File: config.mk
export PLATFORM = sky130hd
export DESIGN_NAME = cart_bank_ctrl
export DESIGN_NICKNAME = d
export VERILOG_FILES = /design/src/rtl/cart_bank_ctrl.sv
export SDC_FILE = /design/constraint.sdc
export NUM_CORES = 1
export LEC_CHECK = 0
export BUFFER_PORTS_ARGS = -buffer_cell sky130_fd_sc_hd__buf_2
export CAP_MARGIN = 5
export CORE_AREA = 2 2 98 62
export CTS_CLUSTER_SIZE = 8
export DETAILED_ROUTE_END_ITERATION = 8
export DIE_AREA = 0 0 100 64
export PLACE_DENSITY = 0.74
export SYNTH_ARGS = -nofsm -noshare
export SYNTH_HDL_FRONTEND = slang
export SYNTH_SLANG_ARGS = --single-unit
File: constraint.sdc
create_clock -name clk_i -period 2.4 [get_ports clk_i]
set_clock_uncertainty 0.2 [all_clocks]
set_input_delay 0.48 -clock clk_i [delete_from_list [all_inputs] [get_ports clk_i]]
set_output_delay 0.48 -clock clk_i [all_outputs]
set_load 0.1 [all_outputs]
File: src/rtl/cart_bank_ctrl.sv
// Cartridge bank controller: maps 6502 ROM accesses through F8/F6/F4 hotspot banking
// and sequences SPI cartridge loads into ROM port B while the CPU is held in reset.
module cart_bank_ctrl #(
    parameter int         ROM_AW         = 15,
    parameter logic [1:0] DEFAULT_SCHEME = 2'd0
) (
    input  logic              clk_i,
    input  logic              rst_n_i,
    input  logic              cpu_enable_i,
    input  logic [12:0]       cpu_addr_i,
    input  logic              spi_wr_i,
    input  logic [31:0]       spi_addr_i,
    input  logic [7:0]        spi_data_i,
    output logic [ROM_AW-1:0] rom_addr_o,
    output logic [ROM_AW-1:0] rom_b_addr_o,
    output logic [7:0]        rom_b_din_o,
    output logic              rom_b_we_o,
    output logic              cpu_hold_o,
    output logic              cpu_reset_o,
    output logic [2:0]        bank_o,
    output logic [1:0]        scheme_o
);

    typedef enum logic [1:0] {ST_RUN, ST_LOAD, ST_SETTLE} state_t;

    function automatic logic [2:0] last_bank(input logic [1:0] s);
        case (s)
            2'd1:    return 3'd1;
            2'd2:    return 3'd3;
            2'd3:    return 3'd7;
            default: return 3'd0;
        endcase
    endfunction

    state_t      state_q, state_d;
    logic [1:0]  scheme_q;
    logic [2:0]  bank_q;
    logic        ctrl_load_q;
    logic        settle_cnt_q;

    logic        ctrl_wr, scheme_wr, rom_wr, load_now;
    logic        hot_hit;
    logic [2:0]  hot_bank;
    logic [11:0] off4, off6, off8;

    assign ctrl_wr   = spi_wr_i && (spi_addr_i[31:24] == 8'hFF);
    assign scheme_wr = spi_wr_i && (spi_addr_i[31:24] == 8'hFE) && (state_q == ST_LOAD);
    assign rom_wr    = spi_wr_i && (spi_addr_i[31:24] == 8'h00) &&
                       ((spi_addr_i[23:0] >> ROM_AW) == 24'd0) && (state_q == ST_LOAD);
    // Only the LOAD bit of the control byte matters; the write data wins over the stored copy.
    assign load_now  = ctrl_wr ? spi_data_i[1] : ctrl_load_q;

    assign off4 = cpu_addr_i[11:0] - 12'hFF4;
    assign off6 = cpu_addr_i[11:0] - 12'hFF6;
    assign off8 = cpu_addr_i[11:0] - 12'hFF8;

    // Offsets wrap below the hotspot base, so a single unsigned compare bounds the range.
    always_comb begin
        hot_hit  = 1'b0;
        hot_bank = 3'd0;
        if (state_q == ST_RUN && cpu_enable_i && cpu_addr_i[12]) begin
            case (scheme_q)
                2'd1: if (off8 < 12'd2) begin hot_hit = 1'b1; hot_bank = off8[2:0]; end
                2'd2: if (off6 < 12'd4) begin hot_hit = 1'b1; hot_bank = off6[2:0]; end
                2'd3: if (off4 < 12'd8) begin hot_hit = 1'b1; hot_bank = off4[2:0]; end
                default: ;
            endcase
        end
    end

    always_ff @(posedge clk_i or negedge rst_n_i) begin
        if (!rst_n_i) state_q <= ST_RUN;
        else          state_q <= state_d;
    end

    always_comb begin
        state_d     = state_q;
        cpu_hold_o  = 1'b0;
        cpu_reset_o = 1'b0;
        case (state_q)
            ST_RUN: begin
                if (load_now) state_d = ST_LOAD;
            end
            ST_LOAD: begin
                cpu_hold_o  = 1'b1;
                cpu_reset_o = 1'b1;
                if (!load_now) state_d = ST_SETTLE;
            end
            ST_SETTLE: begin
                cpu_hold_o  = 1'b1;
                cpu_reset_o = 1'b1;
                if (load_now)                          state_d = ST_LOAD;
                else if (cpu_enable_i && settle_cnt_q) state_d = ST_RUN;
            end
            default: state_d = ST_RUN;
        endcase
    end

    always_ff @(posedge clk_i or negedge rst_n_i) begin
        if (!rst_n_i) begin
            scheme_q     <= DEFAULT_SCHEME;
            bank_q       <= last_bank(DEFAULT_SCHEME);
            ctrl_load_q  <= 1'b0;
            settle_cnt_q <= 1'b0;
            rom_b_we_o   <= 1'b0;
            rom_b_addr_o <= '0;
            rom_b_din_o  <= 8'd0;
        end else begin
            if (ctrl_wr)   ctrl_load_q <= spi_data_i[1];
            if (scheme_wr) scheme_q    <= spi_data_i[1:0];
            if (state_d == ST_SETTLE) bank_q <= last_bank(scheme_q);
            else if (hot_hit)         bank_q <= hot_bank;
            // Counter restarts on every entry into SETTLE, including re-entry after LOAD.
            settle_cnt_q <= (state_q == ST_SETTLE && state_d == ST_SETTLE) ?
                            (settle_cnt_q | cpu_enable_i) : 1'b0;
            rom_b_we_o <= rom_wr;
            if (rom_wr) begin
                rom_b_addr_o <= spi_addr_i[ROM_AW-1:0];
                rom_b_din_o  <= spi_data_i;
            end
        end
    end

    generate
        if (ROM_AW == 12) begin : g_aw12
            assign rom_addr_o = cpu_addr_i[11:0];
        end else if (ROM_AW < 15) begin : g_awlt15
            assign rom_addr_o = {bank_q[ROM_AW-13:0], cpu_addr_i[11:0]};
        end else if (ROM_AW == 15) begin : g_aw15
            assign rom_addr_o = {bank_q, cpu_addr_i[11:0]};
        end else begin : g_awgt15
            assign rom_addr_o = {{(ROM_AW-15){1'b0}}, bank_q, cpu_addr_i[11:0]};
        end
    endgenerate

    assign bank_o   = bank_q;
    assign scheme_o = scheme_q;

endmodule

==> out/results.tsv, run 1 <==
metric	value	unit
outcome	finished, final reports clean	
timing.critical_path.to	bank_o[0]	
firstDrtPassIters	4	
htree_num_levels	2	
path_max_fanout	4	
initial_core_util	0.437	
timing.critical_path.from	cpu_addr_i[3]	
slew_violations	0	
synthCells	239	
power.ir.vdd_worst	0.694	mV
global_route.usage.met2	0.302	
wire_per_inst	16.3	um
synth-edff-count	0	
netlist_top_cells_area	dfrtp_1, mux2_2, ha_1, buf_4, buf_6	
r2r.worst_path.cells	9	
post-route-period-util	0.975	
design.core.area	5470	um^2
timing.max_cap.violations	0	
crit_path_cell_trace	buf_2 > inv_2 > ha_1 > buf_4 > a2111oi_1 > a41oi_2 > o31ai_4 > nand4_1 > a31o_1 > a31oi_1	
layout_setup_ws	0.0607	ns
grt_start_max_net_pins	25	
max_clock_freq	427	MHz
drt_iter0_drcs	166	
fp.dieH	64	um
cts-buffers-inserted	5	
antenna_left	0	
grt.met3_usage	0.0536	
port-buffer-count	102	
worst_hold_startpoint	spi_data_i[4]	
hpwl	5300	um
clock_tree_from_tritoncts	built	
required	2.42	ns
final_standard_cell_utilization_of_the_core	0.588	
worst_path_dominant_cell_family	compound AO/OA/AOI/OAI gates	
whs	0.217	ns
clk_root_buffer_cell	clkbuf_8	
final_net_count	421	
synth.lib_cells_used.distinct	55	
wirelength	6900	um
globalRoute.busiestLayer	met1	
worst-path-buf-inv	3	
worst_path_max_delay_cell	a2111oi_1	
placement.setup.worst_slack	-0.202	ns
critPathLaunchType	input port	
floorplan.io_pins	103	
total_count_of_hold_check_failures_in_the_final_report	0	
global_route.overflow_total	0	
via_count_of_the_first_global_routing_pass	2157	
grt_antenna_before_repair	0	
avgSynthCellArea	9.98	um^2
tns	0	ns
total_number_of_vias	2362	
floorplan.rows	21	
total_nets_after_synthesis	307	
n_antenna_cell	0	
final.min_clock_period	2.34	ns
timing_worst_slew_pin_value	0.509	ns
crit_cells	10	
cts_sink_cnt	33	
clk_transition_reported_paths	0.07	ns
crit-reg2reg-launch	state_q[0]	
clkLatencyLatePin	0.29	ns
mappedNetlistArea	2390	um^2
cp.arrival	2.36	ns
global_route.usage.total	0.212	
ys.flop_type	dfrtp_1	
worst_r2r_endpoint	bank_o[2]	
setup_violations	0	
maxSlewHeadroom	0.663	
synth_top_cell_by_area	dfrtp_1	
synth_async_sr_flop_share	1.00	
area_growth_syn_to_layout	34.6	%
timing.setup.critical_path_class	input port to flip-flop	
grt_pass1_wl	10600	um
sequential_fraction_of_the_synthesis_area	0.346	
rrSetupSlack	0.10	ns
cpPeakStageDelay	0.47	ns
layout-drive-gt1-share	0.528	
leakagePower	0.00168	uW
gr-usage-met1	0.318	
remaining_routing_drc_violations	0	
power.density	758	nW/um^2
dieArea	6400	um^2
yosys_register_bits	33	
place_congestion	0.910	
critical_path.endpoint_type	flip-flop	
max-clock-path-buffers	2	
netlist.area_leader.share	0.346	
routed_via_density	5.58	
dieWidth	100	um
holdCritPathClass	input port to flip-flop	
synth.yosys.warnings	0	
-- synthesized netlist by cell type (2+ instances only) --
cell type	instances
dfrtp_1	33
mux2_2	25
buf_4	16
nand2_1	12
nor2_1	12
ha_1	11
nand4_1	10
inv_1	8
nand3_1	7
nor4_1	7
buf_6	6
a31oi_1	5
o211ai_1	5
a21oi_1	4
and4b_1	4
clkbuf_1	4
o21a_1	4
a21o_1	3
and4_1	3
buf_2	3
mux2i_1	3
nor3_1	3
o21ai_0	3
or4_1	3
xnor2_1	3
xor2_1	3
a2111oi_0	2
a211oi_1	2
a21o_2	2
a41oi_1	2
and2_1	2
and3_1	2
and3_2	2
nand3b_1	2
nor2b_1	2
o32a_1	2
-- cell families after synthesis --
family / share of synthesized area
XOR/XNOR: 0.0220
AND/OR/NAND/NOR: 0.178
multiplexers: 0.131
adder cells (fa/ha/maj): 0.0577
buffers and inverters: 0.105
flip-flops: 0.346
AO/OA/AOI/OAI: 0.160
-- through the flow --
step / power (uW) / std cells / area [um^2]
2_1_floorplan: 1630 / 239 / 2390
3_3_place_gp: 1800 / 411 / 3010
3_5_place_dp: 1810 / 411 / 3010
4_1_cts: 2370 / 420 / 3130
5_1_grt: 2540 / 423 / 3210
6_report: 2440 / 423 / 3210
-- cell usage in the layout, fill, tap and decap left out, types with 2 or more instances in the layout --
cell / Yosys / layout
buf_2: 3 / 102
buf_4: 16 / 32
dfrtp_1: 33 / 31
mux2_2: 25 / 25
nand2_1: 12 / 12
nor2_1: 12 / 11
nand4_1: 10 / 10
ha_1: 11 / 10
inv_1: 8 / 7
nand3_1: 7 / 7
nor4_1: 7 / 6
clkbuf_8: 0 / 6
a31oi_1: 5 / 5
o211ai_1: 5 / 5
o21a_1: 4 / 4
and4b_1: 4 / 4
and4_1: 3 / 3
o21ai_0: 3 / 3
a21o_1: 3 / 3
nor3_1: 3 / 3
a21oi_1: 4 / 3
xnor2_1: 3 / 3
xor2_1: 3 / 3
or4_1: 3 / 3
mux2i_1: 3 / 3
and3_1: 2 / 2
inv_2: 1 / 2
a21o_2: 2 / 2
nor2b_1: 2 / 2
and2_1: 2 / 2
a2111oi_1: 0 / 2
and3_2: 2 / 2
o32a_1: 2 / 2
nand3b_1: 2 / 2
dfrtp_2: 0 / 2
-- routing by layer --
layer / share of wire / wire length [um]
met1: 0.47 / 3250
met2: 0.43 / 2960
met3: 0.090 / 623
met4: 0.010 / 69
met5: 0 / 0
-- final cells by class --
| class | instances | area, um^2 |
|---|---|---|
| inverters | 9 | 33.8 |
| repair buffers | 136 | 781 |
| well taps | 69 | 86.3 |
| multi-input cells | 168 | 1370 |
| clock inverters | 1 | 30.0 |
| fillers | 484 | 2250 |
| clock buffers | 7 | 86.3 |
| flip-flops and latches | 33 | 828 |
-- how the worst min path moves through the flow --
stage / cells past startpoint / end / slack [ns]
finish: 2 / rom_b_din_o[4] / 0.22
global route: 2 / rom_b_addr_o[12] / 0.21
CTS: 2 / rom_b_din_o[4] / 0.21
detailed placement: 1 / rom_b_we_o / 0.21
global placement: 1 / rom_b_addr_o[3] / 0.21
floorplan: 0 / bank_o[0] / -0.02
-- power by group --
group	total, uW	internal [uW]	switching [uW]
registers	640	599	40.9
clock network	553	339	215
logic	1240	318	925
total	2440	1250	1180
-- flip-flops by register name, indices dropped and copies added (netlist names) --
name and count:
settle_cnt_q 1, scheme_o 2, rom_b_addr_o 15, ctrl_load_q 1
rom_b_din_o 8, rom_b_we_o 1, state_q 2, bank_o 3
-- repair_timing --
action                                  CTS  global route
endpoints found under the setup margin    0             3
hold buffers                              1             0
setup buffers                             0             3
endpoints found under the hold margin    14             0
gates resized for setup                   0            12
Power figures use the tool's default switching activity.
==> run 2, diff against run 1 <==
SETUP_SLACK_MARGIN = 0.15   (was default)
SLEW_MARGIN = 25   (was default)
==> run 2 against run 1 <==
Largest power group unchanged; maximum frequency up 3.1%; register-to-register slack better by 0.03 ns; critical path type is now flip-flop to flip-flop; via count up 0.85%; final cell count up 1.4%.
==> out/results.tsv, run 2 (synthesis results as in run 1) <==
metric	value	unit	change
floorplan.rows	21		unchanged
critPathLaunchType	flip-flop		was input port
layout-drive-gt1-share	0.583		was 0.528
remaining_routing_drc_violations	0		unchanged
worst-path-buf-inv	4		was 3
htree_num_levels	2		unchanged
timing.critical_path.from	state_q[1]		was cpu_addr_i[3]
grt_start_max_net_pins	34		was 25
cts.hold.buffers_added	0		was 1
holdCritPathClass	input port to async pin		was input port to flip-flop
outcome	finished, final reports clean		unchanged
critical_path.endpoint_type	flip-flop		unchanged
clkLatencyLatePin	0.28	ns	was 0.29 ns
crit_path_cell_trace	inv_2 > buf_4 > ha_1 > o21ai_0 > a31oi_1 > a211oi_2 > o211ai_1 > buf_4 > buf_4 > nor2_1 > a31oi_1		was buf_2 > inv_2 > ha_1 > buf_4 > a2111oi_1 > a41oi_2 > o31ai_4 > nand4_1 > a31o_1 > a31oi_1
fp.dieH	64	um	unchanged
max-clock-path-buffers	2		unchanged
cts_sink_cnt	33		unchanged
clk_root_buffer_cell	clkbuf_8		unchanged
via_count_of_the_first_global_routing_pass	2052		was 2,157
r2r.worst_path.cells	11		was 9
firstDrtPassIters	7		was 4
worst_path_max_delay_cell	dfrtp_1		was a2111oi_1
crit-reg2reg-launch	state_q[1]		was state_q[0]
largest_register_ff_count	15		unchanged
slew_violations	0		unchanged
total_number_of_vias	2382		was 2,362
power.ir.vdd_worst	0.817	mV	was 0.694 mV
total_count_of_hold_check_failures_in_the_final_report	0		unchanged
final-instance-count-excl-fill	429		was 423
port-buffer-count	102		unchanged
cts-buffers-inserted	5		unchanged
placedCellCount	409		was 411
detailed_place.area	3000	um^2	was 3010 um^2
rrSetupSlack	0.13	ns	was 0.10 ns
max_clock_freq	441	MHz	was 427 MHz
cp.arrival	2.23	ns	was 2.36 ns
design.core.area	5470	um^2	unchanged
floorplan.io_pins	103		unchanged
wirelength	6840	um	was 6900 um
global_route.usage.total	0.195		was 0.212
hpwl	5140	um	was 5300 um
layout.cells.most_common	buf_2		unchanged
required	2.36	ns	was 2.42 ns
antenna_left	0		unchanged
design_area	3370	um^2	was 3210 um^2
clock_tree_from_tritoncts	built		unchanged
power.density	699	nW/um^2	was 758 nW/um^2
worst_path_dominant_cell_family	compound AO/OA/AOI/OAI gates		unchanged
n_antenna_cell	0		unchanged
leakagePower	0.00175	uW	was 0.00168 uW
path_max_fanout	5		was 4
setup_violations	0		unchanged
final.min_clock_period	2.27	ns	was 2.34 ns
cpPeakStageDelay	0.41	ns	was 0.47 ns
area_growth_syn_to_layout	41.4	%	was 34.6%
tns	0	ns	unchanged
drt_iter0_drcs	177		was 166
routed_via_density	5.55		was 5.58
initial_core_util	0.437		unchanged
post-route-period-util	0.946		was 0.975
layout_common_cells	buf_2, buf_4, dfrtp_1		unchanged
rsz_0062_raised_after_global_routing	true		
maxSlewHeadroom	0.505		was 0.663
final_net_count	427		was 421
grt_pass1_wl	9800	um	was 10,600 um
layout_setup_ws	0.130	ns	was 0.0607 ns
placement.setup.worst_slack	-0.272	ns	was -0.202 ns
timing.max_cap.violations	0		unchanged
power.total	2360	uW	was 2440 uW
timing.setup.critical_path_class	flip-flop to flip-flop		was input port to flip-flop
grt_antenna_before_repair	0		unchanged
largest-register	rom_b_addr_o		unchanged
clk_transition_reported_paths	0.07	ns	about the same
worst_r2r_endpoint	bank_o[1]		was bank_o[2]
wire_per_inst	15.9	um	was 16.3 um
dieWidth	100	um	unchanged
global_route.overflow_total	0		unchanged
critical-path-top-cell-by-count	buf_4		
dieArea	6400	um^2	unchanged
timing_worst_slew_pin_value	0.742	ns	was 0.509 ns
place_congestion	0.941		was 0.910
==> run 2: worst max-delay path by stage <==
stage,to,slack [ns],cells past startpoint
2_1_floorplan,bank_o[2],0.009,9
3_3_place_gp,bank_o[2],-0.16,9
3_5_place_dp,bank_o[1],-0.27,9
4_1_cts,bank_o[2],0.15,9
5_1_grt,bank_o[2],0.07,9
6_report,bank_o[1],0.13,11
==> run 2: final cells by class <==
cell class	count	area (um^2)
fill	465	2090
multi-input combinational	168	1490
timing repair buffer	142	845
sequential	33	828
tap	69	86.3
clock buffer	6	72.6
inverter	9	38.8
clock inverter	2	10.0
==> run 2: metal layers <==
metal  up-vias  wire (um)  GRT usage
met5         -          0          0
met1      1129       3220      0.296
met3         9        489     0.0383
li1       1125          -          -
met2       119       3080      0.287
met4         0         52     0.0394
==> run 2: through the flow <==
stage                      util  hold WS, ns
after global placement    0.548        0.282
after floorplan               -      -0.0156
after detailed placement  0.548        0.290
final                     0.617       0.0568
after CTS                 0.567       0.0673
after global routing      0.617        0.105
==> run 2: timing repair <==
action,4_1_cts,5_1_grt
pin swaps,4,22
hold endpoints to repair,0,0
setup buffers,1,11
setup endpoints to repair,3,5
cloned,0,0
gates resized for setup,5,38
==> run 2: power breakdown <==
group	total (uW)	internal [uW]	switching (uW)
Combinational	1310	364	950
Sequential	641	599	41.7
Clock	403	201	202
Total	2360	1160	1190
